$ cat src/rtl/fifo_wr_arbiter.sv
// Round-robin arbiter for the write port of an async FIFO. Throttles on
// full/almost_full and routes each wr_ack/wr_err back to its requester.
module fifo_wr_arbiter #(
  parameter int WIDTH   = 8,
  parameter int NUM_REQ = 4
) (
  input  logic                     wr_clk,
  input  logic                     clear_n,
  input  logic [NUM_REQ-1:0]       req_valid,
  input  logic [NUM_REQ*WIDTH-1:0] req_data,
  output logic [NUM_REQ-1:0]       req_ready,
  output logic [NUM_REQ-1:0]       req_ack,
  output logic [NUM_REQ-1:0]       req_err,
  output logic [WIDTH-1:0]         din,
  output logic                     wr_en,
  input  logic                     full,
  input  logic                     almost_full,
  input  logic                     wr_ack,
  input  logic                     wr_err,
  output logic [7:0]               err_count,
  output logic                     proto_err
);

  localparam int IDW = (NUM_REQ > 1) ? $clog2(NUM_REQ) : 1;
  localparam logic [NUM_REQ-1:0] ONEHOT0   = {{(NUM_REQ-1){1'b0}}, 1'b1};
  localparam logic [IDW-1:0]     LAST_INIT = IDW'(NUM_REQ - 1);

  // First asserted valid bit searched upward from last+1, wrapping.
  function automatic logic [IDW-1:0] f_rr_pick(input logic [NUM_REQ-1:0] valid,
                                               input logic [IDW-1:0]     last);
    logic [IDW-1:0] pick;
    int             pos;
    pick = last;
    for (int k = NUM_REQ; k >= 1; k--) begin
      pos = int'(last) + k;
      if (pos >= NUM_REQ) pos = pos - NUM_REQ;
      for (int i = 0; i < NUM_REQ; i++) begin
        if (valid[i] && (pos == i)) pick = IDW'(i);
      end
    end
    return pick;
  endfunction

  logic [WIDTH-1:0]   r_din;
  logic               r_wr_en;
  logic [IDW-1:0]     r_id_q;
  logic [IDW-1:0]     r_id_qq;
  logic               r_pend_q;
  logic [IDW-1:0]     r_last;
  logic [NUM_REQ-1:0] r_req_ack;
  logic [NUM_REQ-1:0] r_req_err;
  logic [7:0]         r_err_count;
  logic               r_proto_err;
  logic               r_fresh;

  logic [WIDTH-1:0]   w_word [NUM_REQ];
  logic [NUM_REQ-1:0] w_ack_route;
  logic [NUM_REQ-1:0] w_err_route;
  logic               w_issue_ok;
  logic               w_xfer;
  logic [IDW-1:0]     w_pick;
  logic               w_proto_hit;

  genvar gi;
  generate
    for (gi = 0; gi < NUM_REQ; gi++) begin : g_req
      assign w_word[gi]      = req_data[gi*WIDTH +: WIDTH];
      assign w_ack_route[gi] = wr_ack & r_pend_q & (r_id_qq == IDW'(gi));
      assign w_err_route[gi] = wr_err & r_pend_q & (r_id_qq == IDW'(gi));
    end
  endgenerate

  // Near-full: allow a new write only when none is already on the port.
  assign w_issue_ok = clear_n & ~full & (~almost_full | ~r_wr_en);
  assign w_pick     = f_rr_pick(req_valid, r_last);
  assign w_xfer     = w_issue_ok & (|req_valid);
  assign req_ready  = w_xfer ? (ONEHOT0 << w_pick) : '0;

  // Responses in the first cycle after reset may belong to forgotten writes.
  assign w_proto_hit = ~r_fresh & ((((wr_ack | wr_err) & ~r_pend_q)) | (wr_ack & wr_err));

  always_ff @(posedge wr_clk) begin
    if (!clear_n) begin
      r_din       <= '0;
      r_wr_en     <= 1'b0;
      r_id_q      <= '0;
      r_id_qq     <= '0;
      r_pend_q    <= 1'b0;
      r_last      <= LAST_INIT;
      r_req_ack   <= '0;
      r_req_err   <= '0;
      r_err_count <= '0;
      r_proto_err <= 1'b0;
      r_fresh     <= 1'b1;
    end else begin
      r_pend_q  <= r_wr_en;
      r_id_qq   <= r_id_q;
      r_req_ack <= w_ack_route;
      r_req_err <= w_err_route;
      r_fresh   <= 1'b0;
      if (w_xfer) begin
        r_din   <= w_word[w_pick];
        r_wr_en <= 1'b1;
        r_id_q  <= w_pick;
        r_last  <= w_pick;
      end else begin
        r_wr_en <= 1'b0;
      end
      if (wr_err && (r_err_count != 8'hFF)) r_err_count <= r_err_count + 8'd1;
      if (w_proto_hit) r_proto_err <= 1'b1;
    end
  end

  assign din       = r_din;
  assign wr_en     = r_wr_en;
  assign req_ack   = r_req_ack;
  assign req_err   = r_req_err;
  assign err_count = r_err_count;
  assign proto_err = r_proto_err;

endmodule

$ cat config.mk
export PLATFORM = sky130hd
export DESIGN_NAME = fifo_wr_arbiter
export DESIGN_NICKNAME = d
export VERILOG_FILES = /design/src/rtl/fifo_wr_arbiter.sv
export SDC_FILE = /design/constraint.sdc
export NUM_CORES = 1
export LEC_CHECK = 0
export ABC_CLOCK_PERIOD_IN_PS = 2900
export BUFFER_PORTS_ARGS = -buffer_cell sky130_fd_sc_hd__buf_4
export CELL_PAD_IN_SITES_DETAIL_PLACEMENT = 0
export CELL_PAD_IN_SITES_GLOBAL_PLACEMENT = 1
export CORE_MARGIN = 2
export CORE_UTILIZATION = 36
export CTS_CLUSTER_DIAMETER = 150
export DETAILED_ROUTE_END_ITERATION = 10
export HOLD_SLACK_MARGIN = 0.02
export PLACE_DENSITY = 0.81
export SYNTH_ARGS = -nofsm -noshare
export SYNTH_HDL_FRONTEND = slang
export SYNTH_SLANG_ARGS = --single-unit
$ cat constraint.sdc
create_clock -name wr_clk -period 2.9 [get_ports wr_clk]
set_clock_uncertainty 0.2 [all_clocks]
set_input_delay 0.29 -clock wr_clk [delete_from_list [all_inputs] [get_ports wr_clk]]
set_output_delay 0.29 -clock wr_clk [all_outputs]
set_load 0.01 [all_outputs]
==> flow_summary.yaml, run 1 <==
drt:
  drt-total-wl_um: 3672
  antenna_left: 0
  dr.pass1.iters: 4
  vias: 1454
  via_per_inst: 4.863
  wl_per_cell_um: 12.28
  drtIter0Drc: 50
  drc_errors: 0
finish:
  syn_to_final_growth_pct: 47.99
  drive_above_1_share_pct: 41.70
  final_net_count: 289
  nFillCells: 413
  post-route-util_pct: 54.72
  diodes: 0
power_and_ir_drop:
  power_density_nw_per_um2: 549.0
  p_int_uw: 990.4
  power_frac_comb_pct: 18.2
  swShare_pct: 23.23
  vdd_drop_max_mv: 0.2425
  seq_power_share_pct: 40.0
  power_leakage_nw: 1.068
  clockPowerShare_pct: 41.8
  power.switching_uw: 299.7
die:
  ioPinCount: 72
  row_count: 24
  fp.dieW_um: 70.41
  initial_core_util_pct: 36.98
  die-area_um2: 4958
  fp.dieH_um: 70.41
  core_um2: 4294
global_routing:
  grt_first_pass_wirelength_um: 6320
  antenna_found_initial: 0
  grt_pass1_vias: 1398
  overflow: 0
  grt_max_degree: 23
  grt.total_usage_pct: 16.00
sta:
  hold_viol: 0
  period_needed_ps: 2608
  fin_ws_ps: 291.9
  worst_pin_slew_ps: 622.1
  clock.fmax_mhz: 383.4
  hold_slack_ps: 41.56
  final_max_slew_viol_count: 0
  finalCritPeriodShare_pct: 89.93
  tns_ps: 0
  rsz0062_at_grt: "false"
  setup_viol: 0
  relSlewSlack_pct: 58.37
worst_setup_path:
  rr_worst_depth: 6
  setup.worst_path.end_class: "output pin"
  critPathArrivalTime_ps: 2120
  cp_max_fo: 16
  critPathLaunchType: "flip-flop"
  crit_required_ps: 2410
  crit_type: "flip-flop to output pin"
logic_synthesis:
  synth_edf_count: 0
  seq_area_frac_synth_pct: 42.87
  syn_inst: 169
  yosysMostFrequentCell: "dfxtp_1"
  yosys-top-cells-count: "34 x dfxtp_1, 21 x nor2_1, 19 x nand3_1"
  yosysTopAreaCell: "dfxtp_1"
  synth_area_leaders: "dfxtp_1 43%, mux2i_1 6.9%, nand3_1 6.0%"
  yosys.area.top_type_share_pct: 42.87
  avgSynthCellArea_um2: 9.395
  yosysUniqueCellTypes: 33
  synth-main-ff-cell: "dfxtp_1"
  synth_nets: 212
  yosysWarnings: 0
  synth-seq-cells: 34
  async_reset_ff_share_pct: 0
  syn_area_um2: 1588
clocking:
  clkTransAtPathRegs_ps: 60
  h-tree-depth: 2
  numCtsBuffers: 5
  cts_setup_buffers: 0
  cts-root-buf: "clkbuf_8"
  cts_tree: "done"
  clkLatencyLatePin_ps: 290
  cts-resized-gates: 0
  cts_hold_buf: 0
  clock-sinks: 34
  clock_path_buffers: 2
hold_path:
  holdCritPathClass: "input port to flip-flop"
  holdPathStages: 2
placement:
  dp_hpwl_um: 2771
  port-buffer-count: 71
  gp_congestion: 0.7948
  preCtsSetupSlack_ps: 606.4
status:
  status: "finished, final reports clean"
run:
  drv_cap: 0
worst max-delay path, cell delays in order, from the launching register on:
cell	delay, ps
dfxtp_1	400
or3_1	450
o31ai_4	80
buf_4	240
nand2b_1	380
nor2_1	120
buf_4	170
through the flow:
stage | instances | instance area [µm²] | power [mW]
final | 299 | 2350 | 1.290
after detailed placement | 291 | 2207 | 0.7634
after global placement | 291 | 2207 | 0.7605
after CTS | 299 | 2350 | 1.304
after floorplan | 169 | 1588 | 0.6473
after global routing | 299 | 2350 | 1.357
power by group through the flow:
| stage | combinational [mW] | clock (mW) | sequential [mW] |
|---|---|---|---|
| 6_report | 0.235 | 0.539 | 0.516 |
| 5_1_grt | 0.259 | 0.577 | 0.520 |
| 4_1_cts | 0.238 | 0.550 | 0.516 |
| 3_5_place_dp | 0.238 | 0 | 0.525 |
| 3_3_place_gp | 0.235 | 0 | 0.526 |
| 2_1_floorplan | 0.115 | 0 | 0.532 |
path summary, 6_finish.rpt:
check	slack, ps	to	start
worst max-delay path	290	req_ready[3]	r_last[1]
worst min-delay path	40	r_last[1]	clear_n
worst max register to register	670	din[3]	r_last[1]
worst min register to register	240	r_id_qq[0]	r_id_q[0]
state kept, by name, summed over array words and instances (netlist names):
signal / cells
r_fresh: 1
proto_err: 1
din: 8
req_ack: 4
req_err: 4
r_id_qq: 2
wr_en: 1
r_last: 2
r_id_q: 2
err_count: 8
r_pend_q: 1
placed cells by master, fill, tap and decap left out, drive strengths merged, types with 3 or more instances in the layout:
cell	count
mux2i	11
clkbuf	6
nor2	21
nand2b	9
a21oi	5
nand2	13
xnor2	3
inv	6
mux2	7
o211ai	8
buf	77
nand3	19
dfxtp	34
xor2	3
per-layer routing:
layer / GRT usage, % / vias up / wire [µm]
met4: 6.197 / 0 / 74
met2: 23.06 / 54 / 1542
li1: - / 740 / -
met1: 21.03 / 651 / 1737
met3: 6.782 / 9 / 318
met5: 0 / - / 0
cell families (layout without fill, tap and decap cells):
logic type | after synthesis | after routing | synth area share, %
muxes | 18 | 18 | 11.90
xor gates and xnor gates | 6 | 6 | 3.310
buffers and inverters | 13 | 91 | 4.018
adders and majority gates | 2 | 2 | 1.418
and+or+nand+nor | 76 | 76 | 23.64
DFF | 34 | 34 | 42.87
AOI/OAI and AO/OA | 20 | 20 | 12.85
layout make-up:
class	instances	area, µm²	area share [%]
multi-input cells	122	860.8	36.63
flip-flops and latches	34	680.7	28.97
repair buffers	77	578.1	24.60
clock buffers	6	82.58	3.514
well taps	52	65.06	2.769
clock inverters	2	60.06	2.556
inverters	6	22.52	0.9585
No activity file was read; power rests on OpenSTA's default activity.
==> run 2: changes to the inputs <==
--- a/config.mk
+++ b/config.mk
@@ -5,16 +5,17 @@
 export SDC_FILE = /design/constraint.sdc
 export NUM_CORES = 1
 export LEC_CHECK = 0
+export ABC_AREA = 1
 export ABC_CLOCK_PERIOD_IN_PS = 2900
 export BUFFER_PORTS_ARGS = -buffer_cell sky130_fd_sc_hd__buf_4
 export CELL_PAD_IN_SITES_DETAIL_PLACEMENT = 0
 export CELL_PAD_IN_SITES_GLOBAL_PLACEMENT = 1
 export CORE_MARGIN = 2
-export CORE_UTILIZATION = 36
+export CORE_UTILIZATION = 35
 export CTS_CLUSTER_DIAMETER = 150
 export DETAILED_ROUTE_END_ITERATION = 10
 export HOLD_SLACK_MARGIN = 0.02
-export PLACE_DENSITY = 0.81
+export PLACE_DENSITY = 0.82
 export SYNTH_ARGS = -nofsm -noshare
 export SYNTH_HDL_FRONTEND = slang
 export SYNTH_SLANG_ARGS = --single-unit
==> flow_summary.yaml, run 2 <==
status:
  status: "finished, final reports clean"
logic_synthesis:
  yosys.area_share.simple_pct: 38.47
  synth.area.mux_share_pct: 0
  yosysMostFrequentCell: "nand2_1"
  yosys-top-cells-count: "69 x nand2_1, 57 x inv_1, 52 x nand3_1"
  synth_nets: 319
  synth_adder_area_share_pct: 0.6944
  yosysWarnings: 0
  yosysTopAreaCell: "dfxtp_1"
  synth_area_leaders: "dfxtp_1 38%, nand3_1 14%, nand2_1 14%"
  yosysUniqueCellTypes: 22
  synth-main-ff-cell: "dfxtp_1"
  avgSynthCellArea_um2: 6.528
  yosys.area.top_type_share_pct: 37.78
  synth_edf_count: 0
  syn_area_um2: 1802
  syn_inst: 276
  synth_top_family_by_area: "simple AND/OR/NAND/NOR gates"
  seq_area_frac_synth_pct: 37.78
  synth-seq-cells: 34
  synth_compound_area_share_pct: 7.917
  async_reset_ff_share_pct: 0
  synth_xor_area_share_pct: 0.4861
clocking:
  clkTransAtPathRegs_ps: 70
  cts-resized-gates: 0
  cts-root-buf: "clkbuf_8"
  clock-sinks: 34
  h-tree-depth: 2
  numCtsBuffers: 5
  cts_setup_buffers: 0
  cts_hold_buf: 1
  clock_path_buffers: 2
  cts_tree: "done"
  clkLatencyLatePin_ps: 280
global_routing:
  grt_max_degree: 24
  antenna_found_initial: 0
  overflow: 0
  grt_first_pass_wirelength_um: 6962
  grt_pass1_vias: 1629
  grt.total_usage_pct: 15.78
power_and_ir_drop:
  clockPowerShare_pct: 29.8
  vdd_drop_max_mv: 0.2122
  power_frac_comb_pct: 26.2
  power.switching_uw: 352.1
  swShare_pct: 29.97
  power_leakage_nw: 1.383
  seq_power_share_pct: 44.0
  power_density_nw_per_um2: 469.9
  p_int_uw: 822.6
die:
  fp.dieH_um: 75.75
  fp.dieW_um: 75.75
  row_count: 26
  ioPinCount: 72
  core_um2: 5042
  die-area_um2: 5738
  initial_core_util_pct: 35.73
worst_setup_path:
  crit_required_ps: 2410
  critPathArrivalTime_ps: 2140
  crit_type: "flip-flop to output pin"
  setup.worst_path.end_class: "output pin"
  cp_max_fo: 10
  critPathLaunchType: "flip-flop"
finish:
  diodes: 0
  final_cell_mix: "73 x buf_4, 69 x nand2_1, 57 x inv_1, 52 x nand3_1, 34 x dfxtp_1"
  drive_above_1_share_pct: 26.42
  syn_to_final_growth_pct: 38.75
  final_net_count: 394
  final_common_cell: "buf_4"
  nFillCells: 532
sta:
  finalCritPeriodShare_pct: 90.61
  clock.fmax_mhz: 380.6
  rsz0062_at_grt: "false"
  final_max_slew_viol_count: 0
  worst_pin_slew_ps: 566.9
  hold_viol: 0
  relSlewSlack_pct: 61.86
  fin_ws_ps: 272.3
  period_needed_ps: 2628
  tns_ps: 0
  setup_viol: 0
drt:
  drtIter0Drc: 66
  via_per_inst: 4.334
  drt-total-wl_um: 4103
  drc_errors: 0
  antenna_left: 0
  dr.pass1.iters: 4
  wl_per_cell_um: 9.723
  vias: 1829
placement:
  dp_hpwl_um: 3186
  gp_congestion: 0.8281
  preCtsSetupSlack_ps: 643.6
  port-buffer-count: 71
hold_path:
  holdCritPathClass: "input port to flip-flop"
run:
  drv_cap: 0
[run 2: cell types whose count changed in the layout (fill, tap and decap cells not counted), sizes merged, moves of 3 or more]
cell,previous run,this run
xnor2,3,0
mux2i,11,0
o21ai,2,7
o211ai,8,4
nand2,13,76
mux2,7,0
buf,77,73
nand3,19,54
inv,6,60
nand2b,9,0
[run 2: worst max-delay path, cell delays in order (launching register included)]
cell	delay, ps
dfxtp_1	460
nor2_1	120
nand2_1	90
o211ai_1	90
nand3_1	80
nand3_1	70
nand3_1	80
nand3_2	200
inv_2	220
nand2_1	120
a21oi_1	170
buf_4	150
[run 2: layer usage]
metal	global-route usage, %	vias to the layer above	share of wire, %
met5	0	-	0
met4	7.018	0	2.2
met3	4.630	9	6.8
met2	23.08	58	42
met1	21.40	755	49
li1	-	1007	-
[run 2: cell type report]
| cell class | count | area [µm²] | area share (%) |
|---|---|---|---|
| sequential | 34 | 680.7 | 27.23 |
| timing repair buffer | 74 | 558.0 | 22.32 |
| tap | 70 | 87.58 | 3.504 |
| multi-input combinational | 176 | 857.1 | 34.28 |
| clock buffer | 7 | 86.33 | 3.453 |
| inverter | 60 | 225.2 | 9.009 |
| clock inverter | 1 | 5.005 | 0.2002 |
[run 2: logic make-up after synthesis]
family,Yosys count
compound gates,21
xor+xnor,1
fa+ha+maj,1
buf+inv,66
flops,34
simple gates,153
[run 2: final timing paths]
kind | slack (ps) | start | cells after the start | end
worst max-delay path | 270 | r_last[0] | 11 | req_ready[1]
worst min-delay path | 50 | almost_full | 2 | wr_en
worst min register to register | 240 | r_id_q[1] | 2 | r_id_qq[1]
worst max register to register | 850 | r_last[0] | 17 | din[5]
[run 2: stage by stage]
step           hold slack, ps  std cells  cell area, µm²  utilization [%]  power [mW]
4_1_cts                 41.83        422            2500            49.58       1.191
3_3_place_gp            237.3        413            2399            47.57      0.8367
5_1_grt                 48.51        422            2500            49.58       1.261
2_1_floorplan           199.6        276            1802                -      0.7248
3_5_place_dp            237.4        413            2399            47.57      0.8355
6_report                52.25        422            2500            49.58       1.175
[run 2: power by group through the flow]
stage               Sequential (mW)  Clock (mW)  Combinational, mW
global route                  0.520       0.386              0.355
floorplan                     0.532           0              0.193
finish                        0.516       0.350              0.308
CTS                           0.517       0.364              0.310
detailed placement            0.527           0              0.308
global placement              0.527           0              0.309
==> run 3: changes to the inputs <==
--- a/config.mk
+++ b/config.mk
@@ -10,12 +10,11 @@
 export BUFFER_PORTS_ARGS = -buffer_cell sky130_fd_sc_hd__buf_4
 export CELL_PAD_IN_SITES_DETAIL_PLACEMENT = 0
 export CELL_PAD_IN_SITES_GLOBAL_PLACEMENT = 1
-export CORE_MARGIN = 2
 export CORE_UTILIZATION = 35
 export CTS_CLUSTER_DIAMETER = 150
 export DETAILED_ROUTE_END_ITERATION = 10
 export HOLD_SLACK_MARGIN = 0.02
-export PLACE_DENSITY = 0.82
+export PLACE_DENSITY = 0.91
 export SYNTH_ARGS = -nofsm -noshare
 export SYNTH_HDL_FRONTEND = slang
 export SYNTH_SLANG_ARGS = --single-unit
==> flow_summary.yaml, run 3 (synthesis results as in run 2) <==
sta:
  finalCritPeriodShare_pct: 88.16
  rsz0062_at_grt: "false"
  clock.fmax_mhz: 391.1
  hold_slack_ps: 145.8
  worst_pin_slew_ps: 529.5
  setup_viol: 0
  fin_ws_ps: 343.3
  tns_ps: 0
  hold_viol: 0
  period_needed_ps: 2557
  final_max_slew_viol_count: 0
  relSlewSlack_pct: 64.37
die:
  fp.dieW_um: 73.75
  initial_core_util_pct: 37.16
  core_um2: 4848
  fp.dieH_um: 73.75
  ioPinCount: 72
  row_count: 25
  die-area_um2: 5439
clocking:
  clkTransAtPathRegs_ps: 70
  clock_path_buffers: 2
  clkLatencyLatePin_ps: 280
  h-tree-depth: 2
  cts_setup_buffers: 0
  cts_tree: "done"
  cts-resized-gates: 0
  cts_hold_buf: 0
  clock-sinks: 34
  cts-root-buf: "clkbuf_8"
  numCtsBuffers: 5
global_routing:
  top_usage_layer: "met2"
  grtUsageMet3_pct: 4.801
  antenna_found_initial: 0
  grt_pass1_vias: 1637
  grt_first_pass_wirelength_um: 6975
  grt.total_usage_pct: 16.41
  grt_max_degree: 24
  use_met2_pct: 27.52
  grt_use_met1_pct: 20.13
  overflow: 0
worst_setup_path:
  rr_worst_depth: 17
  cp_max_fo: 10
  critPathLaunchType: "flip-flop"
  cp_top_family: "simple AND/OR/NAND/NOR gates"
  crit_cells: 11
  critPathArrivalTime_ps: 2070
  crit_top_cell: "nand3_1"
  cpPeakStageDelay_ps: 450
  setup.worst_path.end_class: "output pin"
  cp.buffers_inverters: 2
  cp_slowest_cell: "dfxtp_1"
  path_cells: "nor2_1 > nand2_1 > o211ai_1 > nand3_1 > nand3_1 > nand3_1 > nand3_2 > inv_2 > nand2_1 > a21oi_1 > buf_4"
  crit_required_ps: 2410
  crit_type: "flip-flop to output pin"
drt:
  drtIter0Drc: 80
  via_per_inst: 4.364
  vias: 1824
  antenna_left: 0
  drt-total-wl_um: 4061
  wl_per_cell_um: 9.715
  dr.pass1.iters: 4
  drc_errors: 0
placement:
  port-buffer-count: 71
  gp_congestion: 0.8176
  dp_hpwl_um: 3240
  preCtsSetupSlack_ps: 670.6
run:
  drv_cap: 0
finish:
  final_cell_mix: "73 x buf_4, 69 x nand2_1, 57 x inv_1, 52 x nand3_1, 34 x dfxtp_1"
  final_net_count: 393
  drive_above_1_share_pct: 26.78
  syn_to_final_growth_pct: 39.03
  diodes: 0
  final_common_cell: "buf_4"
  post-route-util_pct: 51.66
hold_path:
  holdPathStages: 2
  holdCritPathClass: "input port to flip-flop"
power_and_ir_drop:
  power_density_nw_per_um2: 488.2
  power_mw: 1.223
  vdd_drop_max_mv: 0.2114
  power_leakage_nw: 1.388
status:
  status: "finished, final reports clean"
==> run 3: cell types whose count changed in the layout (fill, tap and decap cells not counted), sizes merged <==
| cell | change |
|---|---|
| clkbuf | +1 |
| clkinv | -1 |
| dlygate4sd3 | -1 |
==> run 3: stage by stage <==
step | instance area [µm²] | instances
finish | 2505 | 418
global route | 2505 | 418
CTS | 2505 | 418
detailed placement | 2395 | 410
global placement | 2395 | 410
floorplan | 1802 | 276
==> run 3: layer usage <==
| layer | share of wire [%] | up-vias |
|---|---|---|
| li1 | - | 1003 |
| met4 | 1.2 | 0 |
| met5 | 0 | - |
| met1 | 47 | 756 |
| met3 | 6.7 | 5 |
| met2 | 45 | 60 |
==> run 3: area by class of cell <==
type | instances | area, µm²
fill | 499 | 2344
multi-input combinational | 176 | 857.1
inverter | 60 | 225.2
tap | 67 | 83.83
clock buffer | 8 | 110.1
sequential | 34 | 680.7
timing repair buffer | 73 | 548.0
==> run 3: worst paths after layout <==
kind	start	slack [ps]	to
worst max-delay path	r_last[1]	340	req_ready[1]
worst min-delay path	clear_n	150	r_last[0]
worst min register to register	r_id_q[1]	250	r_id_qq[1]
worst max register to register	r_last[1]	880	din[6]
==> run 3: power by group <==
part	internal, mW	switching, mW
clock	0.240	0.161
combinational	0.135	0.172
sequential	0.496	0.0198
